$ cat src/rtl/peripheral_cdc_pkg_bb.sv
// Shared types and defaults for the toggle req/ack CDC transmitter.
// Optional ack-timeout logic is enabled with CDC_TIMEOUT_EN.
package peripheral_cdc_pkg_bb;

    typedef enum logic {
        IDLE     = 1'b0,
        WAIT_ACK = 1'b1
    } cdc_tx_state_t;

    localparam int CDC_SYNC_STAGES_DEF = 2;
    localparam int CDC_TIMEOUT_DEF     = 1024;

endpackage

$ cat src/rtl/peripheral_cdc_ack_sync_bb.sv
// Reset-to-zero flop chain bringing the far-end ack toggle into clk.
module peripheral_cdc_ack_sync_bb
    import peripheral_cdc_pkg_bb::*;
#(
    parameter int SYNC_STAGES = CDC_SYNC_STAGES_DEF
) (
    input  logic clk,
    input  logic rst,
    input  logic async_i,
    output logic sync_o
);

    logic [SYNC_STAGES-1:0] chain_q;

    always_ff @(posedge clk or posedge rst) begin
        if (rst) begin
            chain_q <= '0;
        end else begin
            chain_q <= {chain_q[SYNC_STAGES-2:0], async_i};
        end
    end

    assign sync_o = chain_q[SYNC_STAGES-1];

endmodule

$ cat src/rtl/peripheral_cdc_tx_bb.sv
// Source end of a 2-phase req/ack word transfer across clock domains.
// Define CDC_TIMEOUT_EN to add the sticky ack-timeout flag.
module peripheral_cdc_tx_bb
    import peripheral_cdc_pkg_bb::*;
#(
    parameter int DATA_W      = 32,
    parameter int SYNC_STAGES = CDC_SYNC_STAGES_DEF,
    parameter int TIMEOUT_CYC = CDC_TIMEOUT_DEF
) (
    input  logic              clk,
    input  logic              rst,
    input  logic              s_valid,
    output logic              s_ready,
    input  logic [DATA_W-1:0] s_data,
    output logic [DATA_W-1:0] tx_data,
    output logic              tx_req_tgl,
    input  logic              rx_ack_tgl,
    output logic              busy,
    output logic              done,
    input  logic              err_clr,
    output logic              timeout_err
);

    cdc_tx_state_t     state_q, state_d;
    logic [DATA_W-1:0] data_q, data_d;
    logic              req_q, req_d;
    logic              ack_s;
    logic              ack_eq;
    logic              accept;

    peripheral_cdc_ack_sync_bb #(
        .SYNC_STAGES(SYNC_STAGES)
    ) u_ack_sync (
        .clk    (clk),
        .rst    (rst),
        .async_i(rx_ack_tgl),
        .sync_o (ack_s)
    );

    // Equal toggles mean nothing is outstanding at the far end.
    assign ack_eq  = (ack_s == req_q);
    assign s_ready = (state_q == IDLE) && ack_eq;
    assign accept  = s_valid && s_ready;
    assign busy    = (state_q == WAIT_ACK);
    assign done    = busy && ack_eq;

    assign tx_data    = data_q;
    assign tx_req_tgl = req_q;

    always_comb begin
        state_d = state_q;
        data_d  = data_q;
        req_d   = req_q;
        case (state_q)
            IDLE: begin
                if (accept) begin
                    data_d  = s_data;
                    req_d   = ~req_q;
                    state_d = WAIT_ACK;
                end
            end
            WAIT_ACK: begin
                if (ack_eq) begin
                    state_d = IDLE;
                end
            end
            default: state_d = IDLE;
        endcase
    end

    always_ff @(posedge clk or posedge rst) begin
        if (rst) begin
            state_q <= IDLE;
            data_q  <= '0;
            req_q   <= 1'b0;
        end else begin
            state_q <= state_d;
            data_q  <= data_d;
            req_q   <= req_d;
        end
    end

`ifdef CDC_TIMEOUT_EN
    localparam int CW = $clog2(TIMEOUT_CYC + 1);
    localparam logic [CW-1:0] CNT_MAX = CW'(TIMEOUT_CYC);

    logic [CW-1:0] cnt_q, cnt_d;
    logic          err_q, err_d;
    logic          err_set;

    always_comb begin
        cnt_d = cnt_q;
        if (accept) begin
            cnt_d = '0;
        end else if (busy && (cnt_q != CNT_MAX)) begin
            cnt_d = cnt_q + 1'b1;
        end
    end

    // Fire once on reaching the limit so err_clr sticks while stalled.
    assign err_set = busy && (cnt_q != CNT_MAX) && (cnt_d == CNT_MAX);

    always_comb begin
        err_d = err_q;
        if (err_set) begin
            err_d = 1'b1;
        end else if (err_clr) begin
            err_d = 1'b0;
        end
    end

    always_ff @(posedge clk or posedge rst) begin
        if (rst) begin
            cnt_q <= '0;
            err_q <= 1'b0;
        end else begin
            cnt_q <= cnt_d;
            err_q <= err_d;
        end
    end

    assign timeout_err = err_q;
`else
    logic unused_timeout_cfg;

    assign unused_timeout_cfg = err_clr ^ (TIMEOUT_CYC == 0);
    assign timeout_err        = 1'b0;
`endif

endmodule

$ cat config.mk
export PLATFORM = sky130hd
export DESIGN_NAME = peripheral_cdc_tx_bb
export DESIGN_NICKNAME = d
export VERILOG_FILES = /design/src/rtl/peripheral_cdc_pkg_bb.sv /design/src/rtl/peripheral_cdc_ack_sync_bb.sv /design/src/rtl/peripheral_cdc_tx_bb.sv
export SDC_FILE = /design/constraint.sdc
export NUM_CORES = 1
export LEC_CHECK = 0
export ABC_CLOCK_PERIOD_IN_PS = 2600
export BUFFER_PORTS_ARGS = -buffer_cell sky130_fd_sc_hd__buf_2
export CAP_MARGIN = 10
export CORE_ASPECT_RATIO = 0.6
export CORE_MARGIN = 1
export CORE_UTILIZATION = 40
export CTS_BUF_LIST = sky130_fd_sc_hd__clkbuf_8
export DETAILED_ROUTE_END_ITERATION = 8
export PLACE_DENSITY = 0.71
export SLEW_MARGIN = 25
export SYNTH_ARGS = -nofsm -noshare
export SYNTH_HDL_FRONTEND = slang
export SYNTH_SLANG_ARGS = --single-unit
$ cat constraint.sdc
create_clock -name clk -period 2.6 [get_ports clk]
set_input_delay 0.26 -clock clk [delete_from_list [all_inputs] [get_ports clk]]
set_output_delay 0.26 -clock clk [all_outputs]
set_load 0.01 [all_outputs]
Word-level counts from Yosys, hierarchy flattened. Index checks and enable logic that the tools add are counted.

$mul: 0. Div/mod/pow operators: 0. Mux-type cells: 3. Equality and inequality tests: 1. Reductions and logical operators: 4. Magnitude comparators: 0. Bitwise operators: 2. Add/subtract/negate cells: 0. Shifts and indexed selects: 0.

Operator list (count): 1-bit logical AND (3); 1-bit 2-to-1 mux (2); 1-bit inverter (2); 1-bit one-hot mux with 2 select lines (1); 2-bit AND reduction (1); 1-bit equality test (1).

Latch bits: 0. Word-level logic and storage cells: 14. Memories kept: 0. Memory bits (writable): 0. Memory bits (read-only): 0. Register bits after elaboration: 36. Output and inout port bits: 37.

Depth between registers and ports, before layout. Gate-level depths: netlist (run 1).

Depth after elaboration: 5. Depth in mapped cells: 4. Depth with buffers taken out: 3.

Cells and area by module. A second synthesis (run 1) with hierarchy kept.

Cell total of the unflattened synthesis: 84. Area, all modules: 1485.2 sq um.

By module, submodules not included: peripheral_cdc_tx_bb (instances 1, area each 1431.4 sq um, cells an instance 81); peripheral_cdc_ack_sync_bb (instances 1, area each 53.8 sq um, cells an instance 3).

Least setup slack after synthesis (run 1). OpenSTA, ideal clock, no wires.

Path kind: register to register. Start: reg req_q, in the netlist tx_req_tgl. End: reg data_q[0], in the netlist tx_data[0]. Cell stages (with the launch flop): 5. Path buffers: 1. Library setup time: 125 ps. Period minus slack after synthesis: 1459 ps. Arrival time: 1334 ps. Required time: 2475 ps. Path slack: 1141 ps. Cell sequence: dfrtp_1 > xor2_2 > nor2_4 > buf_6 > mux2_4.

Longest elaborated chain between the ends: 4.

Ends and longest elaborated chain: from (decl) (RTL line peripheral_cdc_tx_bb.sv:26) `logic req_q, req_d;`; from (signal assigned) (RTL line peripheral_cdc_tx_bb.sv:79) `req_q <= req_d;`; 1-bit equality test (RTL line peripheral_cdc_tx_bb.sv:41) `assign ack_eq = (ack_s == req_q);`; 1-bit logical AND (RTL line peripheral_cdc_tx_bb.sv:42) `assign s_ready = (state_q == IDLE) && ack_eq;`; 1-bit logical AND (RTL line peripheral_cdc_tx_bb.sv:43) `assign accept = s_valid && s_ready;`; 2-bit AND reduction (no line); to (signal assigned) (RTL line peripheral_cdc_tx_bb.sv:78) `data_q <= data_d;`; to (decl) (RTL line peripheral_cdc_tx_bb.sv:25) `logic [DATA_W-1:0] data_q, data_d;`.

No other way between the ends. A chain may end at the register's enable or synchronous reset.

Worst setup path after layout (run 1).
Start: reg req_q, in the netlist tx_req_tgl. End: reg data_q[3], in the netlist tx_data[3].

The elaborated chain is that of the path after synthesis.

==> results.json, run 1 <==
{
  "hold_viol_final": 0,
  "coreArea_um2": 3380,
  "p_per_area_nw_per_um2": 1230,
  "fin_skew_ns": 0.00261,
  "vdd_ir_drop_max_v": 0.000581,
  "reg2reg_depth": 4,
  "synth.area.top_cells": "dfrtp_1 (61%), mux2_4 (29%), buf_6 (2.3%)",
  "status": "finished clean",
  "drt-total-wl_um": 2570,
  "postRouteAntennaNets": 0,
  "layout.nets": 197,
  "antenna_found_initial": 0,
  "crit_chain": "xor2_2, nor2_4, buf_4, mux2_2",
  "vias_per_cell": 4.30,
  "htree_levels": 2,
  "cp_num_buf_inv": 1,
  "end_kind": "register",
  "slew_violations": 0,
  "max_freq_ghz": 0.626,
  "ff2ff_setup_slack_ns": 1.00,
  "cts_buffer_depth": 2,
  "postCtsResizedCells": 0,
  "final_common_cell": "buf_2",
  "final_area_um2": 1960,
  "numCtsBuffers": 5,
  "power.switching_uw": 751,
  "seq_area_frac_synth_pct": 60.8,
  "cts_setup_buffers": 0,
  "wire_per_inst_um": 12.5,
  "die_y_um": 49.1,
  "ios": 74,
  "grt_usage_pct": 14.6,
  "cp.depth": 4,
  "p_int_uw": 1670,
  "vias": 885,
  "setup_violations": 0,
  "grt_pass1_wl_um": 4190,
  "yosysWarnings": 0,
  "finalCritPeriodShare_pct": 61.4,
  "rsz0062_at_grt": "false",
  "netlist.area_leader.share_pct": 60.8,
  "syn_nets": 120,
  "synth_area_per_cell_um2": 17.8,
  "critPathMaxFanout": 20,
  "die_w_um": 80.6,
  "p_leak_uw": 0.00104,
  "hold_slack_ns": 0.0891,
  "drive_gt1_share_pct": 71.4,
  "ctsHoldBuffers": 0,
  "final_cell_mix": "buf_2 (71), dfrtp_1 (36), mux2_4 (29)",
  "cts_sinks": 36,
  "placed_cell_area_um2": 1870,
  "clkPwrFrac_pct": 15.6,
  "critPathTopFamily": "flip-flops",
  "rows": 16,
  "fin_crit_ns": 1.60,
  "drt-met1-wl_um": 1210,
  "synth_cells": 83,
  "met3WireLength_um": 194,
  "initial_core_util_pct": 43.8,
  "seq_power_share_pct": 40.6,
  "crit_slowest_cell": "dfrtp_1",
  "port_buffers": 71,
  "clk_latency_ns": 0.27,
  "max_stage_delay_ns": 0.42,
  "first_iter_violations": 13,
  "hold_class": "primary input to async pin",
  "swShare_pct": 31.0,
  "synthDistinctLibCells": 14,
  "crit_path_start_kind": "register",
  "final.setup.tns_ns": 0,
  "antennaDiodeCount": 0,
  "wl_met2_um": 1160,
  "syn_area_um2": 1480,
  "combPwrFrac_pct": 43.9,
  "grt-ovfl-total": 0,
  "drv_cap": 0,
  "cts_tree": "yes",
  "cts-root-buf": "clkbuf_8",
  "grt_pass1_vias": 914,
  "synthToLayoutAreaGrowth_pct": 32.6,
  "synth_top_area_cell": "dfrtp_1",
  "die-area_um2": 3960,
  "crit_type": "register to register",
  "clkTransAtPathRegs_ns": 0.06,
  "grt_start_max_net_pins": 37,
  "synth_seq_cells": 36,
  "top_layer": "met3",
  "drt-pass1-iter-count": 2,
  "drc": 0,
  "crit_arrival_ns": 1.76,
  "p_total_uw": 2420,
  "routabilityCongestion": 0.587,
  "crit_required_ns": 2.76
}
[cells in the mapped netlist, drive strengths merged]
| cell | count |
|---|---|
| buf | 4 |
| dfrtp | 36 |
| nor2 | 3 |
| nand2b | 1 |
| mux2 | 32 |
| xor2 | 1 |
| inv | 2 |
| nand2 | 1 |
| a21o | 1 |
| conb | 1 |
| o21ai | 1 |
[power by group through the flow]
stage	sequential (µW)	clock, µW	combinational, µW
2_1_floorplan	1110	0	586
3_3_place_gp	975	0	1060
3_5_place_dp	986	0	1080
4_1_cts	985	394	1080
5_1_grt	1020	428	1140
6_report	983	377	1060
[per-stage QoR]
| step | utilization, % | cells | setup WS (ns) |
|---|---|---|---|
| 5_1_grt | 58.1 | 206 | 0.930 |
| 3_3_place_gp | 55.4 | 198 | 1.06 |
| 6_report | 58.1 | 206 | 1.00 |
| 4_1_cts | 58.1 | 206 | 0.988 |
| 2_1_floorplan | - | 83 | 1.14 |
| 3_5_place_dp | 55.4 | 198 | 0.999 |
[registers in the layout (all words and copies together) (netlist names)]
name,flops
tx_req_tgl,1
u_ack_sync.chain_q,2
tx_data,32
busy,1
[cell families (layout without fill, tap and decap cells)]
group | count (synthesis) | after routing | synth area share [%]
other cells | 1 | 1 | 0.253
flops | 36 | 36 | 60.8
compound gates | 2 | 2 | 0.929
buf+inv | 6 | 84 | 3.29
xor+xnor | 1 | 1 | 1.10
mux | 32 | 32 | 31.7
simple gates | 5 | 5 | 1.94
[layer usage]
| layer | up-vias | GRT usage, % |
|---|---|---|
| li1 | 431 | - |
| met1 | 413 | 19.6 |
| met2 | 41 | 22.2 |
| met3 | 0 | 5.05 |
| met4 | 0 | 4.46 |
| met5 | - | 0 |
[cell type report]
cell class	count	area, µm²
clock inverters	2	7.51
repair buffers	74	378
inverters	2	7.51
fillers	275	1420
multi-input cells	41	532
flip-flops and latches	36	901
well taps	45	56.3
clock buffers	6	82.6
[worst reg2reg max path: cells and delay by family (launching register included)]
| family | cells | cell delay [ns] |
|---|---|---|
| DFF | 1 | 0.42 |
| and+or+nand+nor | 1 | 0.12 |
| buffers and inverters | 1 | 0.33 |
| xor gates and xnor gates | 1 | 0.22 |
| muxes | 1 | 0.39 |
[worst paths after layout]
| kind | start | endpoint |
|---|---|---|
| min in group clk | rx_ack_tgl | u_ack_sync.chain_q[0] |
| worst max-delay path | tx_req_tgl | tx_data[3] |
| max in group asynchronous | rst | tx_data[24] |
| worst min register to register | u_ack_sync.chain_q[0] | u_ack_sync.chain_q[1] |
| worst max register to register | tx_req_tgl | tx_data[3] |
| worst min-delay path | rst | tx_data[27] |
No activity file was read; power rests on OpenSTA's default activity.
==> inputs of run 2 (changes only) <==
- ABC_CLOCK_PERIOD_IN_PS: 2600 -> 1400
- PLACE_DENSITY: 0.71 -> 0.74
- clock period: 2.6 -> 1.4 ns (I/O delays scaled with it)
==> run 2 against run 1 <==
The flow now finishes with violations (negative setup slack). Cell count up 3.4%. Non-clock buffer count up 7. Die area unchanged. Global-route usage up 2.1 points. Setup slack worse by 1.0 ns. Combinational power up 110%. Via count up 7.9%. Total power up 110%. Routed wire length up 16%. Utilization up 4.1 points. Critical endpoint is now tx_data[0]. Largest cell class unchanged. Highest routed layer is now met4.
==> results.json, run 2 (synthesis gave the netlist of run 1 again) <==
{
  "ios": 74,
  "layout_setup_ws_ns": -0.0157,
  "fin_skew_ns": 0.00845,
  "die_w_um": 80.6,
  "slew_violations": 0,
  "grt-ovfl-total": 0,
  "drive_gt1_share_pct": 74.4,
  "hold_depth": 2,
  "grt_pass1_wl_um": 4780,
  "p_int_uw": 3480,
  "vdd_ir_drop_max_v": 0.00104,
  "fillers": 267,
  "cts_tree": "yes",
  "p_total_uw": 4990,
  "coreArea_um2": 3380,
  "clkTransAtPathRegs_ns": 0.07,
  "finalCritPeriodShare_pct": 101,
  "final_common_cell": "buf_2",
  "seq_power_share_pct": 36.6,
  "port_buffers": 71,
  "routabilityCongestion": 0.655,
  "rows": 16,
  "vias": 955,
  "status": "complete, but fails checks",
  "hold_viol_final": 0,
  "swShare_pct": 30.2,
  "cp_num_buf_inv": 1,
  "cts-root-buf": "clkbuf_8",
  "cts_buffer_depth": 2,
  "rsz0062_at_grt": "true",
  "drv_cap": 0,
  "vias_per_cell": 4.48,
  "grt_start_max_net_pins": 21,
  "max_freq_ghz": 0.706,
  "wire_per_inst_um": 14.0,
  "hpwl_um": 2210,
  "crit_required_ns": 1.57,
  "p_leak_uw": 0.00110,
  "combPwrFrac_pct": 43.8,
  "cts_sinks": 36,
  "crit_arrival_ns": 1.58,
  "final_cell_mix": "buf_2 (71), dfrtp_1 (36), mux2_4 (32)",
  "first_iter_violations": 24,
  "max_stage_delay_ns": 0.40,
  "finish.utilization_pct": 62.1,
  "reg2reg_depth": 4,
  "power.switching_uw": 1500,
  "grt_usage_pct": 16.7,
  "fin_crit_ns": 1.42,
  "critPathMaxFanout": 20,
  "dpl_worst_slack_ns": -0.00652,
  "end_kind": "register",
  "htree_levels": 2,
  "p_per_area_nw_per_um2": 2370,
  "crit_slowest_cell": "dfrtp_1",
  "largest_reg_flops": 32,
  "crit_chain": "xor2_2, nor2_4, buf_12, mux2_4",
  "antenna_found_initial": 0,
  "die-area_um2": 3960,
  "final.setup.tns_ns": -0.133,
  "clkPwrFrac_pct": 19.7,
  "hold_slack_ns": 0.0819,
  "drt-total-wl_um": 2980,
  "seq_area_um2": 901,
  "hold_class": "primary input to register",
  "setup_violations": 16,
  "cp.depth": 4,
  "antennaDiodeCount": 0,
  "drc": 0,
  "critPathTopFamily": "flip-flops",
  "grt_pass1_vias": 1002,
  "clk_latency_ns": 0.28,
  "crit_path_start_kind": "register",
  "synthToLayoutAreaGrowth_pct": 41.9,
  "layout.nets": 204,
  "multiInputGateArea_um2": 556,
  "violations": "negative setup slack",
  "crit_type": "register to register",
  "drt-pass1-iter-count": 2,
  "die_y_um": 49.1,
  "postRouteAntennaNets": 0,
  "initial_core_util_pct": 43.8,
  "numCtsBuffers": 5
}
-- run 2: worst paths after layout --
kind | from | slack, ns | to
max in group asynchronous | rst | 0.71 | tx_data[8]
setup reg to reg | u_ack_sync.chain_q[1] | -0.02 | tx_data[0]
hold reg to reg | u_ack_sync.chain_q[0] | 0.35 | u_ack_sync.chain_q[1]
setup / recovery | u_ack_sync.chain_q[1] | -0.02 | tx_data[0]
min in group asynchronous | rst | 0.46 | tx_data[16]
hold / removal | s_data[24] | 0.08 | tx_data[24]
-- run 2: cell type report --
class	count	share of cell area, %
Clock buffer	7	4.58
Timing Repair Buffer	81	21.7
Inverter	2	0.357
Tap cell	45	2.68
Clock inverter	1	1.43
Multi-Input combinational cell	41	26.4
Sequential cell	36	42.9
-- run 2: through the flow --
stage          instances  instance area [µm²]
2_1_floorplan         83                 1500
3_3_place_gp         202                 1920
3_5_place_dp         202                 1920
4_1_cts              213                 2090
5_1_grt              213                 2100
6_report             213                 2100
-- run 2: what timing repair did --
action | CTS | global route
resized for setup | 3 | 4
setup endpoints to repair | 5 | 34
hold buffers | 2 | 0
setup buffers | 1 | 0
endpoints found under the hold margin | 37 | 0
-- run 2: routing by layer --
metal	track usage [%]	vias up	wire, µm
li1	-	444	-
met1	21.0	454	1330
met2	25.3	48	1320
met3	7.10	9	263
met4	6.85	0	53
met5	0	-	0
-- run 2: power groups by stage --
stage / Clock (µW) / Combinational [µW] / Sequential [µW]
after floorplan: 0 / 1110 / 2070
after global placement: 0 / 2070 / 1800
after detailed placement: 0 / 2120 / 1840
after CTS: 1010 / 2180 / 1830
after global routing: 1050 / 2340 / 1880
final: 982 / 2180 / 1820
==> inputs of run 3 (changes only) <==
- ABC_AREA: default -> 1
==> run 3 against run 2 <==
The run now ends clean. Die area up 2.7%. Final area down 1.1%. Sequential power down 4%. Synthesized area up 2.8%. First-iteration DRC count rose to 2.6 times the previous value. Combinational power down 15%. Critical path depth unchanged. Count of clock-buffer cells in the layout down 2.
==> results.json, run 3 <==
{
  "status": "finished clean",
  "synth-edff-count": 0,
  "rsz0062_at_grt": "true",
  "die-area_um2": 4070,
  "vdd_ir_drop_max_v": 0.00120,
  "slew_headroom_pct": 62.3,
  "drive_gt1_share_pct": 40.2,
  "grt_pass1_vias": 1312,
  "synth_cells": 162,
  "crit_type": "register to primary output",
  "fin_skew_ns": 0.00714,
  "cp_num_buf_inv": 3,
  "end_kind": "primary output",
  "p_per_area_nw_per_um2": 2150,
  "tightest_slew_ns": 0.565,
  "seq_area_frac_synth_pct": 59.2,
  "crit_path_start_kind": "register",
  "syn_nets": 199,
  "wire_per_inst_um": 13.2,
  "reg2reg_depth": 6,
  "post-synth-top-count-cell": "nand2_1",
  "max_stage_delay_ns": 0.41,
  "hold_end": "tx_data[6]",
  "syn_area_um2": 1520,
  "layout_setup_ws_ns": 0.0704,
  "crit_slowest_cell": "dfrtp_1",
  "worstHoldStart": "s_data[6]",
  "cts-root-buf": "clkbuf_8",
  "crit_arrival_ns": 1.19,
  "final.setup.tns_ns": 0,
  "grt-ovfl-total": 0,
  "synth.area.top_cells": "dfrtp_1 (59%), nand2_1 (17%), nand4_1 (14%)",
  "critPathMaxFanout": 18,
  "grt_start_max_net_pins": 35,
  "grt.met3_usage_pct": 8.52,
  "numCtsBuffers": 5,
  "synth_area_per_cell_um2": 9.40,
  "cts_sinks": 36,
  "drv_cap": 0,
  "coreArea_um2": 3440,
  "finalCritPeriodShare_pct": 95.0,
  "rr_startpoint": "tx_req_tgl",
  "rows": 16,
  "die_w_um": 81.7,
  "critPathTopFamily": "buffers and inverters",
  "ios": 74,
  "vias_per_cell": 4.97,
  "clk_latency_ns": 0.29,
  "grt_usage_pct": 20.6,
  "grt_use_met2_pct": 30.7,
  "initial_core_util_pct": 44.2,
  "first_iter_violations": 62,
  "p_leak_uw": 0.00120,
  "synth_commonest_cells": "nand2_1 (68), dfrtp_1 (36), nand4_1 (33)",
  "drc": 0,
  "cts_buffer_depth": 2,
  "max_freq_ghz": 0.752,
  "hold_viol_final": 0,
  "r2r_end": "tx_data[18]",
  "slew_violations": 0,
  "dpl_worst_slack_ns": -0.00753,
  "netlist.area_leader.share_pct": 59.2,
  "synthToLayoutAreaGrowth_pct": 36.6,
  "drt-total-wl_um": 3770,
  "postRouteAntennaNets": 0,
  "ff2ff_setup_slack_ns": 0.11,
  "fin_crit_ns": 1.33,
  "port_buffers": 71,
  "vias": 1421,
  "synth_top_area_cell": "dfrtp_1",
  "final_common_cell": "buf_2",
  "grt_pass1_wl_um": 6110,
  "crit_required_ns": 1.26,
  "cts_tree": "yes",
  "routabilityCongestion": 0.714,
  "hold_depth": 3,
  "hold_class": "primary input to register",
  "clkTransAtPathRegs_ns": 0.07,
  "synthArstFlopShare_pct": 100,
  "top_usage_layer": "met2",
  "synthDistinctLibCells": 14,
  "largest_reg_flops": 32,
  "layout.nets": 277,
  "final_cell_mix": "buf_2 (71), nand2_1 (66), dfrtp_1 (36)",
  "synth_seq_cells": 36,
  "htree_levels": 2,
  "yosysWarnings": 0,
  "die_y_um": 49.8,
  "antennaDiodeCount": 0,
  "setup_violations": 0,
  "drt-pass1-iter-count": 4,
  "grtUsageMet1_pct": 27.6,
  "antenna_found_initial": 0,
  "yosys_most_used_dff": "dfrtp_1",
  "cp.depth": 4,
  "hpwl_um": 2510,
  "p_total_uw": 4480,
  "crit_chain": "inv_2, buf_6, nor2_1, buf_2"
}
run 3: cell types whose count changed after synthesis, moves of 2 or more:
cell      before  now
buf_2          0    5
buf_4          1    4
clkbuf_1       0    2
inv_1          2    4
mux2_2         3    0
mux2_4        29    0
nand2_1        1   68
nand4_1        0   33
run 3: report_power, final:
part / switching (µW) / leakage (µW) / internal (µW)
Combinational: 1120 / 0.000691 / 739
Clock: 351 / 0.0000593 / 521
Sequential: 245 / 0.000448 / 1500
Total: 1720 / 0.00120 / 2760
run 3: how the worst max path moves through the flow:
| stage | start | endpoint |
|---|---|---|
| 3_5_place_dp | tx_req_tgl | tx_data[24] |
| 5_1_grt | tx_req_tgl | s_ready |
| 6_report | busy | done |
| 3_3_place_gp | tx_req_tgl | tx_data[29] |
| 4_1_cts | busy | done |
| 2_1_floorplan | tx_req_tgl | done |
run 3: cell type report:
| class | count | area [µm²] |
|---|---|---|
| clock buffer | 5 | 68.8 |
| fill | 319 | 1360 |
| tap | 45 | 56.3 |
| inverter | 5 | 18.8 |
| sequential | 36 | 901 |
| timing repair buffer | 84 | 474 |
| clock inverter | 3 | 38.8 |
| multi-input combinational | 108 | 522 |
run 3: cell families after synthesis:
logic type / share of synthesized area [%]
AOI/OAI and AO/OA: 0.328
buffers and inverters: 7.56
DFF: 59.2
other: 0.246
and+or+nand+nor: 32.7
run 3: worst reg2reg max path, stage by stage (launching register included):
cell and delay, ns:
dfrtp_1 0.42, inv_2 0.08, nand2_2 0.06, nand2_4 0.10
nand3_2 0.31, nand2_1 0.16, nand2_1 0.06
run 3: what timing repair did:
action,CTS,global route
pin swaps,1,1
gates cloned,0,1
hold buffers,2,0
endpoints found under the hold margin,13,0
endpoints found under the setup margin,12,35
buffers inserted,2,2
resized for setup,0,5
run 3: per-layer routing:
| metal | up-vias | part of all wire, % |
|---|---|---|
| met4 | 0 | 0.93 |
| met5 | - | 0 |
| met2 | 53 | 43 |
| met1 | 667 | 49 |
| li1 | 697 | - |
| met3 | 4 | 7.2 |
run 3: metrics by stage:
stage          hold slack, ns  utilization [%]  instance area [µm²]  std cells
6_report               0.0980             60.4                 2080        286
5_1_grt                0.0833             60.4                 2080        286
4_1_cts                0.0925             59.4                 2050        283
3_5_place_dp            0.225             55.3                 1900        271
3_3_place_gp            0.213             55.3                 1900        271
2_1_floorplan           0.171                -                 1520        162
